File: src/rtl/cnn_pkg.sv
// cnn_pkg: shared geometry and pixel/window types for the conv window generator
package cnn_pkg;
  localparam int DATA_W = 8;
  localparam int IMG_W = 27;
  localparam int IMG_H = 27;
  localparam int K = 3;
  localparam int RW = $clog2(IMG_H);
  localparam int CW = $clog2(IMG_W);
  typedef logic [DATA_W-1:0] pixel_t;
  typedef pixel_t [K*K-1:0] window_t;
endpackage

File: src/rtl/conv_window_gen_line_buffer.sv
// line_buffer: enable-gated shift register delaying pixels by one image row
module line_buffer #(
  parameter int DATA_W = 8,
  parameter int DEPTH = 27
) (
  input  logic              clk,
  input  logic              rst_n,
  input  logic              en_i,
  input  logic [DATA_W-1:0] d_i,
  output logic [DATA_W-1:0] q_o
);
  logic [DATA_W-1:0] sr_q [DEPTH];
  // shift one entry per enabled cycle; output is the entry pushed DEPTH shifts ago
  always_ff @(posedge clk) begin
    if (!rst_n) begin
      for (int n = 0; n < DEPTH; n++) sr_q[n] <= '0;
    end else if (en_i) begin
      sr_q[0] <= d_i;
      for (int n = 1; n < DEPTH; n++) sr_q[n] <= sr_q[n-1];
    end
  end
  assign q_o = sr_q[DEPTH-1];
endmodule

File: src/rtl/conv_window_gen.sv
// conv_window_gen: builds KxK sliding windows from a raster pixel stream
module conv_window_gen
  import cnn_pkg::*;
(
  input  logic                  clk,
  input  logic                  rst_n,
  input  logic                  feat_valid,
  input  logic [DATA_W-1:0]     feat_data,
  output logic                  feat_rd_en,
  output logic                  win_valid,
  input  logic                  win_ready,
  output logic [K*K*DATA_W-1:0] win_data,
  output logic [RW-1:0]         win_row,
  output logic [CW-1:0]         win_col,
  output logic                  frame_done
);
  logic [RW-1:0] row_q, row_d, win_row_q, win_row_d;
  logic [CW-1:0] col_q, col_d, win_col_q, win_col_d;
  window_t win_q, win_d;
  logic win_valid_q, win_valid_d, frame_done_q, frame_done_d;
  logic pop, at_win, col_end, row_end;
  pixel_t lb_in [K];
  pixel_t lb_out [K-1];
  assign pop = feat_valid && (!win_valid_q || win_ready);
  assign at_win = (row_q >= RW'(K-1)) && (col_q >= CW'(K-1));
  assign col_end = col_q == CW'(IMG_W-1);
  assign row_end = row_q == RW'(IMG_H-1);
  assign lb_in[0] = feat_data;
  genvar i;
  generate
    for (i = 0; i < K-1; i++) begin : g_lb
      line_buffer #(.DATA_W(DATA_W), .DEPTH(IMG_W)) u_lb (
        .clk  (clk),
        .rst_n(rst_n),
        .en_i (pop),
        .d_i  (lb_in[i]),
        .q_o  (lb_out[i])
      );
      assign lb_in[i+1] = lb_out[i];
    end
  endgenerate
  // slide the window left and insert the new column: top row from the oldest line buffer
  always_comb begin
    win_d = win_q;
    if (pop) begin
      for (int r = 0; r < K; r++) begin
        for (int c = 0; c < K-1; c++) win_d[r*K+c] = win_q[r*K+c+1];
        win_d[r*K+K-1] = lb_in[K-1-r];
      end
    end
  end
  // raster counters, output handshake and end-of-frame detection
  always_comb begin
    col_d = pop ? (col_end ? '0 : col_q + CW'(1)) : col_q;
    row_d = (pop && col_end) ? (row_end ? '0 : row_q + RW'(1)) : row_q;
    win_valid_d = (pop && at_win) ? 1'b1 : (win_ready ? 1'b0 : win_valid_q);
    win_row_d = (pop && at_win) ? row_q - RW'(K-1) : win_row_q;
    win_col_d = (pop && at_win) ? col_q - CW'(K-1) : win_col_q;
    frame_done_d = win_valid_q && win_ready && (win_row_q == RW'(IMG_H-K)) && (win_col_q == CW'(IMG_W-K));
  end
  // state registers with synchronous active-low reset
  always_ff @(posedge clk) begin
    if (!rst_n) begin
      row_q <= '0;
      col_q <= '0;
      win_q <= '0;
      win_valid_q <= 1'b0;
      win_row_q <= '0;
      win_col_q <= '0;
      frame_done_q <= 1'b0;
    end else begin
      row_q <= row_d;
      col_q <= col_d;
      win_q <= win_d;
      win_valid_q <= win_valid_d;
      win_row_q <= win_row_d;
      win_col_q <= win_col_d;
      frame_done_q <= frame_done_d;
    end
  end
  assign feat_rd_en = pop;
  assign win_valid = win_valid_q;
  assign win_data = win_q;
  assign win_row = win_row_q;
  assign win_col = win_col_q;
  assign frame_done = frame_done_q;
endmodule

File: config.mk
export PLATFORM = sky130hd
export DESIGN_NAME = conv_window_gen
export DESIGN_NICKNAME = d
export VERILOG_FILES = /design/src/rtl/cnn_pkg.sv /design/src/rtl/conv_window_gen_line_buffer.sv /design/src/rtl/conv_window_gen.sv
export SDC_FILE = /design/constraint.sdc
export NUM_CORES = 1
export LEC_CHECK = 0
export ABC_AREA = 1
export CORE_MARGIN = 4
export CORE_UTILIZATION = 54
export CTS_CLUSTER_DIAMETER = 30
export CTS_CLUSTER_SIZE = 16
export DETAILED_ROUTE_END_ITERATION = 12
export GPL_ROUTABILITY_DRIVEN = 0
export GPL_TIMING_DRIVEN = 0
export HOLD_SLACK_MARGIN = 0.06
export PLACE_DENSITY = 0.79
export SYNTH_ARGS = -nofsm -noshare
export SYNTH_HDL_FRONTEND = slang
export SYNTH_HIERARCHICAL = 1
export SYNTH_SLANG_ARGS = --single-unit
export TNS_END_PERCENT = 10
File: constraint.sdc
create_clock -name clk -period 7.6 [get_ports clk]
set_input_delay 2.28 -clock clk [delete_from_list [all_inputs] [get_ports clk]]
set_output_delay 2.28 -clock clk [all_outputs]
set_load 0.02 [all_outputs]
== Word-level counts from Yosys, hierarchy flattened ==
Memory sizes are Yosys's and may differ from the RTL's. A register that Yosys moved wholly into a read port is not among the register bits.
Index checks and enable logic that the tools add are counted.
Storage, ports and cells
  input bits: 12
  output and inout port bits: 85
  register bits after elaboration: 86
  memory bits (writable): 432
  word-level logic and storage cells: 153
  memories kept: 2
Cells by class
  bitwise logic cells: 54
  add/subtract/negate cells: 4
  magnitude comparators: 2
  mux-type cells: 62
  reductions and logical operators: 11
  equal/unequal tests: 4
Memories
  g_lb[0].u_lb.sr_q: depth 27, bits a word 8, read ports 27, clocked after Yosys merged registers in 0, write ports 27, line conv_window_gen_line_buffer.sv:12  | logic [DATA_W-1:0] sr_q [DEPTH];
  g_lb[1].u_lb.sr_q: depth 27, bits a word 8, read ports 27, clocked after Yosys merged registers in 1, write ports 27, line conv_window_gen_line_buffer.sv:12
Operator list (number)
  8-bit two-way mux: 54
  1-bit bitwise OR: 54
  5-bit equality test, second input constant: 4
  5-bit by 1-bit adder with 5-bit output, second input constant: 2
  5-bit by 2-bit >= comparator with 1-bit output, second input constant: 2
  5-bit two-way mux: 2
  5-bit by 2-bit subtractor with 5-bit output, second input constant: 2
  1-bit logical AND: 7
  1-bit two-way mux: 6
  1-bit zero test: 2
  2-bit nonzero test: 1
  1-bit logical OR: 1

== Depth between registers and ports, before layout ==
Gate-level depths: netlist (run 1).
  word-level depth: 7
  depth in mapped cells: 10
  depth with buffers taken out: 9

== By module ==
Netlist (run 1), hierarchy kept.
Modules (own cells, without submodules)
  line_buffer: instances 2, cells each 682, area each 8484.4 um^2, sequential area each 6486.2 um^2
  conv_window_gen: instances 1, cells each 493, area each 3747.3 um^2, sequential area each 1881.8 um^2

== Worst setup path after synthesis (run 1) ==
OpenSTA, ideal clock, no wires.
  path kind: in2reg
  start point: input win_ready
  end point: memory g_lb[0].u_lb.sr_q[0][0], enable pin
  arrival: 7.526 ns
  stages on the path: 7
  buffers on the path: 1
  setup time: 0.586 ns
  slack: -0.512 ns
  required time: 7.014 ns
  cells stage by stage: inv_1 nand2_2 nand2_4 inv_4 buf_2 inv_1 nand2_1
RTL lines
  start, declared: line conv_window_gen.sv:11  | input logic win_ready,
  end, declared: line conv_window_gen_line_buffer.sv:12

== Final worst setup path (run 1) ==
  start point: input win_ready
  end point: output feat_rd_en
On the way
  cells in the longest elaborated chain, start to end: 2
Ends and longest elaborated chain
  1-bit logical OR: line conv_window_gen.sv:24  | assign pop = feat_valid && (!win_valid_q || win_ready);
  1-bit logical AND: line conv_window_gen.sv:24
  end, declared: line conv_window_gen.sv:9  | output logic feat_rd_en,
No other way between the ends.

==> impl_metrics.toml, run 1 <==
[synthesis]
synth_top_flop_cell = "edfxtp_1"
syn_area_per_cell_um2 = 11.2
ys_async_sr_fraction_pct = 0
syn_nets = 1877
yosysMostFrequentCell = "inv_1"
synth_edf_count = 432
synth_top_cell_by_area = "edfxtp_1"
yosysSeqAreaShare_pct = 71.7
netlist.area_leader.share_pct = 62.6
synth_area_um2 = 20700
ys_ff_latch = 526
synth_cells = 1857
ys_top_cells_by_count = "463 x inv_1, 432 x edfxtp_1, 338 x nor2_1"
yosys_warnings = 6
synth_area_leaders = "edfxtp_1 63%, dfxtp_1 9.1%, inv_1 8.4%"
yosysUniqueCellTypes = 28

[detailed_routing]
routedWlPerCell_um = 14.6
drtIter0Drc = 972
routed_wl_um = 38300
first_pass_iters = 6
ant_nets = 0
drc = 0
viasPerCell = 4.74
vias = 12500

[sta]
slew_headroom_pct = 36.0
tightest_slew_ns = 0.961
rsz0062_at_grt = "false"
max_freq_ghz = 0.155
slew_violations = 0
skew_ns = 0.0184
period_share_pct = 85.1
hold_violations = 0
finalSetupViolCount = 0
period_minus_slack_ns = 6.46

[critical_path]
critPathMaxStageDelay_ns = 0.71
cp-start-kind = "primary input"
worstPathRequired_ns = 5.32
cp.arrival_ns = 4.18
end_kind = "output port"
crit_chain = "clkdlybuf4s50_1, inv_1, nand2_2, nand2_4, inv_4, buf_2, clkdlybuf4s50_1"
cp_slowest_cell = "clkdlybuf4s50_1"
path_common_cell = "clkdlybuf4s50_1"
crit_fanout = 14
worstSetupPathType = "in -> out"
regToRegSetupSlack_ns = 4.61

[floorplan]
ios = 97
core_area_um2 = 37800
die_area_um2 = 41600
die_h_um = 204
die_x_um = 204
start_util_pct = 54.9
fp-row-count = 71

[pwr]
powerDensity_nw_per_um2 = 305
p_leak_nw = 11.2
power_frac_clock_pct = 51.1
ir_worst_vdd_v = 0.000157
p_sw_share_pct = 21.9
seq_power_share_pct = 43.8
combPwrFrac_pct = 5.1
power.switching_mw = 1.70
power.total_mw = 7.76
p_int_mw = 6.06

[finish]
syn_to_final_growth_pct = 22.9
nets = 2067
area.sequential_um2 = 14900
final_cells = 2632
nFillCells = 2442
antennaDiodeCount = 0
drive_gt1_share_pct = 17.0
multiInputGateArea_um2 = 3560

[cts]
cts_hold_buf = 0
path_clk_slew_ns = 0.05
clk_latency_ns = 0.59
cts_root_buf = "clkbuf_16"
post_cts_resized = 0
clockBufferDepth = 3
cts.sinks = 526
cts_made_buffers = 89
cts_tree = "built"
post-cts-setup-buffers = 0
h-tree-depth = 3

[global_route]
antenna_found_initial = 0
grt_overflow = 0
grtUsageTotal_pct = 18.6
grt_first_pass_wirelength_um = 62500
grt_max_degree = 130
grt_pass1_vias = 12700

[placement]
post-dp-hpwl_um = 22700
dpl.cell_count = 2467
port_buffers = 96

[hold_path]
hold_class = "reg -> reg"

[run_status]
outcome = "finished clean"

[run]
drv_cap = 0
## metrics by stage
stage	area, µm²	worst slack, ns	setup TNS, ns	hold slack (ns)	util [%]
2_1_floorplan	20700	-0.512	-110.56	0.481	-
3_3_place_gp	22300	-2.95	-635.92	0.462	59.1
3_5_place_dp	22400	1.16	0	0.472	59.4
4_1_cts	25500	1.13	0	0.478	67.4
5_1_grt	25500	1.03	0	0.496	67.4
6_report	25500	1.14	0	0.473	67.4
## state kept, by name, indices dropped and copies added, names as in the netlist
| register | flops |
|---|---|
| g_lb.u_lb/sr_q | 432 |
| win_data | 72 |
| col_q | 5 |
| row_q | 5 |
| win_col | 5 |
| win_row | 5 |
| frame_done | 1 |
| win_valid | 1 |
## power by group through the flow
| stage | registers [mW] | logic [mW] | clock network [mW] |
|---|---|---|---|
| 3_5_place_dp | 3.44 | 0.390 | 0 |
| 4_1_cts | 3.39 | 0.400 | 4.03 |
| 3_3_place_gp | 3.46 | 0.369 | 0 |
| 5_1_grt | 3.41 | 0.441 | 4.18 |
| 6_report | 3.39 | 0.397 | 3.97 |
| 2_1_floorplan | 3.47 | 0.225 | 0 |
## worst max-delay path, delay by kind of cell
family                 cells  cell delay (ns)
and+or+nand+nor            2             0.17
buffers and inverters      5             1.73
## logic make-up (layout without fill, tap and decap cells)
group	count (synthesis)	count (layout)	synth area share (%)
flops	526	526	71.7
fa+ha+maj	8	8	0.483
simple gates	681	681	14.4
xor+xnor	5	5	0.211
compound gates	82	82	1.98
buf+inv	555	819	11.2
## routing by layer
metal / vias to the layer above / GRT usage (%) / part of all wire, %
met4: 0 / 7.81 / 2.8
met5: - / 0 / 0
met1: 5956 / 23.2 / 41
met3: 76 / 4.03 / 6.6
met2: 377 / 31.7 / 50
li1: 6077 / - / -
## final timing paths
kind	cells past startpoint	start	end
min	2	win_valid$_SDFFE_PN0P_	frame_done$_SDFF_PN0_
max	7	win_ready	feat_rd_en
max reg2reg	8	win_valid$_SDFFE_PN0P_	g_lb[1].u_lb/sr_q[0][63]$_SDFFCE_PN0P_
min reg2reg	2	win_valid$_SDFFE_PN0P_	frame_done$_SDFF_PN0_
## placed cells by master (no fill, tap or decap), drive strengths merged
cell type        n
a21oi            7
buf             77
bufinv           9
clkbuf         119
clkdlybuf4s50   96
clkinv          33
clkinvlp         6
dfxtp           94
edfxtp         432
ha               8
inv            479
nand2          191
nand3           13
nand4            7
nor2           468
nor3             1
nor4             1
o21ai           75
xnor2            1
xor2             4
## final cells by class
| cell class | instances | share of cell area [%] |
|---|---|---|
| clock buffers | 105 | 9.53 |
| plain buffers | 88 | 2.25 |
| flip-flops and latches | 526 | 58.4 |
| clock inverters | 60 | 2.38 |
| inverters | 467 | 6.90 |
| well taps | 511 | 2.51 |
| repair buffers | 99 | 4.10 |
| multi-input cells | 776 | 14.0 |
Power figures use the tool's default switching activity.
==> run 2, diff against run 1 <==
SLEW_MARGIN = 5   (was unset)
==> impl_metrics.toml, run 2 (synthesized netlist as in run 1, its figures left out) <==
[detailed_routing]
drc = 0
ant_nets = 0
vias = 12600
viasPerCell = 4.77
routedWlPerCell_um = 14.9
drtIter0Drc = 1027
first_pass_iters = 5
routed_wl_um = 39300

[floorplan]
start_util_pct = 54.9
ios = 97
core_area_um2 = 37800
die_h_um = 204
die_x_um = 204
die_area_um2 = 41600
fp-row-count = 71

[placement]
post-dp-hpwl_um = 22800
port_buffers = 96
place_worst_setup_slack_ns = 1.15

[pwr]
power.total_mw = 7.92
powerDensity_nw_per_um2 = 309
p_leak_nw = 11.3
ir_worst_vdd_v = 0.000160

[hold_path]
hold_class = "reg -> reg"

[sta]
period_share_pct = 85.3
skew_ns = 0.0236
setup_slack_ns = 1.11
period_minus_slack_ns = 6.49
slew_violations = 0
finalSetupViolCount = 0
tightest_slew_ns = 0.654
rsz0062_at_grt = "false"
slew_headroom_pct = 56.4
hold_violations = 0
max_freq_ghz = 0.154

[cts]
cts_made_buffers = 93
cts_hold_buf = 0
cts_root_buf = "clkbuf_16"
clockBufferDepth = 3
clk_latency_ns = 0.60
post_cts_resized = 0
h-tree-depth = 3
post-cts-setup-buffers = 0
cts.sinks = 526
cts_tree = "built"
path_clk_slew_ns = 0.05

[finish]
post-route-util_pct = 67.9
drive_gt1_share_pct = 18.0
largest_reg_flops = 432
syn_to_final_growth_pct = 23.8
layout_commonest_cell = "inv_1"
antennaDiodeCount = 0
final_cell_mix = "463 x inv_1, 432 x edfxtp_1, 338 x nor2_1, 183 x nand2_1, 130 x nor2_2"
top_register = "g_lb.u_lb/sr_q"
nets = 2072

[critical_path]
cp-start-kind = "primary input"
cp_slowest_cell = "clkdlybuf4s50_1"
end_kind = "output port"
cp.arrival_ns = 4.21
worstSetupPathType = "in -> out"
worstPathRequired_ns = 5.32
critPathMaxStageDelay_ns = 0.70
crit_fanout = 14
path_common_cell = "clkdlybuf4s50_1"
crit_chain = "clkdlybuf4s50_1, inv_1, nand2_2, nand2_4, inv_4, buf_2, clkdlybuf4s50_1"

[run]
drv_cap = 0

[global_route]
antenna_found_initial = 0
grt_pass1_vias = 12800
grt_first_pass_wirelength_um = 63700
grt_max_degree = 130
grt_overflow = 0
grtUsageTotal_pct = 19.0

[run_status]
outcome = "finished clean"
run 2: cell count changes in the layout (fill, tap and decap cells not counted), sizes merged:
cell,previous run,this run
inv,479,486
clkinvlp,6,10
buf,77,78
bufinv,9,8
clkbuf,119,118
run 2: per-layer routing:
| metal | up-vias | GRT usage [%] | part of all wire, % |
|---|---|---|---|
| li1 | 6089 | - | - |
| met1 | 6009 | 23.2 | 40 |
| met5 | - | 0 | 0 |
| met2 | 407 | 33.2 | 51 |
| met3 | 95 | 4.57 | 6.9 |
| met4 | 0 | 6.94 | 2.5 |
run 2: critical path, delay by kind of cell:
| family | cells | cell delay, ns |
|---|---|---|
| AND/OR/NAND/NOR | 2 | 0.19 |
| buffers and inverters | 5 | 1.74 |
run 2: worst paths after layout:
| kind | from | end | slack, ns | cells past startpoint |
|---|---|---|---|---|
| worst max-delay path | win_ready | feat_rd_en | 1.11 | 7 |
| worst min-delay path | win_data[52]$_SDFFE_PN0P_ | win_data[52]$_SDFFE_PN0P_ | 0.48 | 2 |
| worst min register to register | win_data[52]$_SDFFE_PN0P_ | win_data[52]$_SDFFE_PN0P_ | 0.48 | 2 |
| worst max register to register | win_valid$_SDFFE_PN0P_ | g_lb[0].u_lb/sr_q[0][47]$_SDFFCE_PN0P_ | 4.88 | 7 |
run 2: report_power, final:
part           internal [mW]  total (mW)  leakage, nW  switching, mW
clock                   2.64        4.12         1.54           1.48
sequential              3.32        3.39         5.55         0.0718
combinational          0.138       0.401         4.24          0.263
run 2: area by class of cell:
type,count,area [µm²]
well taps,511,639
flip-flops and latches,526,14900
clock buffers,104,2440
inverters,467,1760
fillers,2406,12100
plain buffers,88,573
clock inverters,70,746
repair buffers,100,1070
multi-input cells,776,3560
run 2: through the flow:
stage / cells / area [µm²] / setup TNS (ns) / hold WS [ns]
3_3_place_gp: 2464 / 22300 / -635.92 / 0.462
6_report: 2642 / 25600 / 0 / 0.485
2_1_floorplan: 1857 / 20700 / -110.56 / 0.481
3_5_place_dp: 2468 / 22500 / 0 / 0.472
5_1_grt: 2642 / 25600 / 0 / 0.497
4_1_cts: 2642 / 25600 / 0 / 0.484
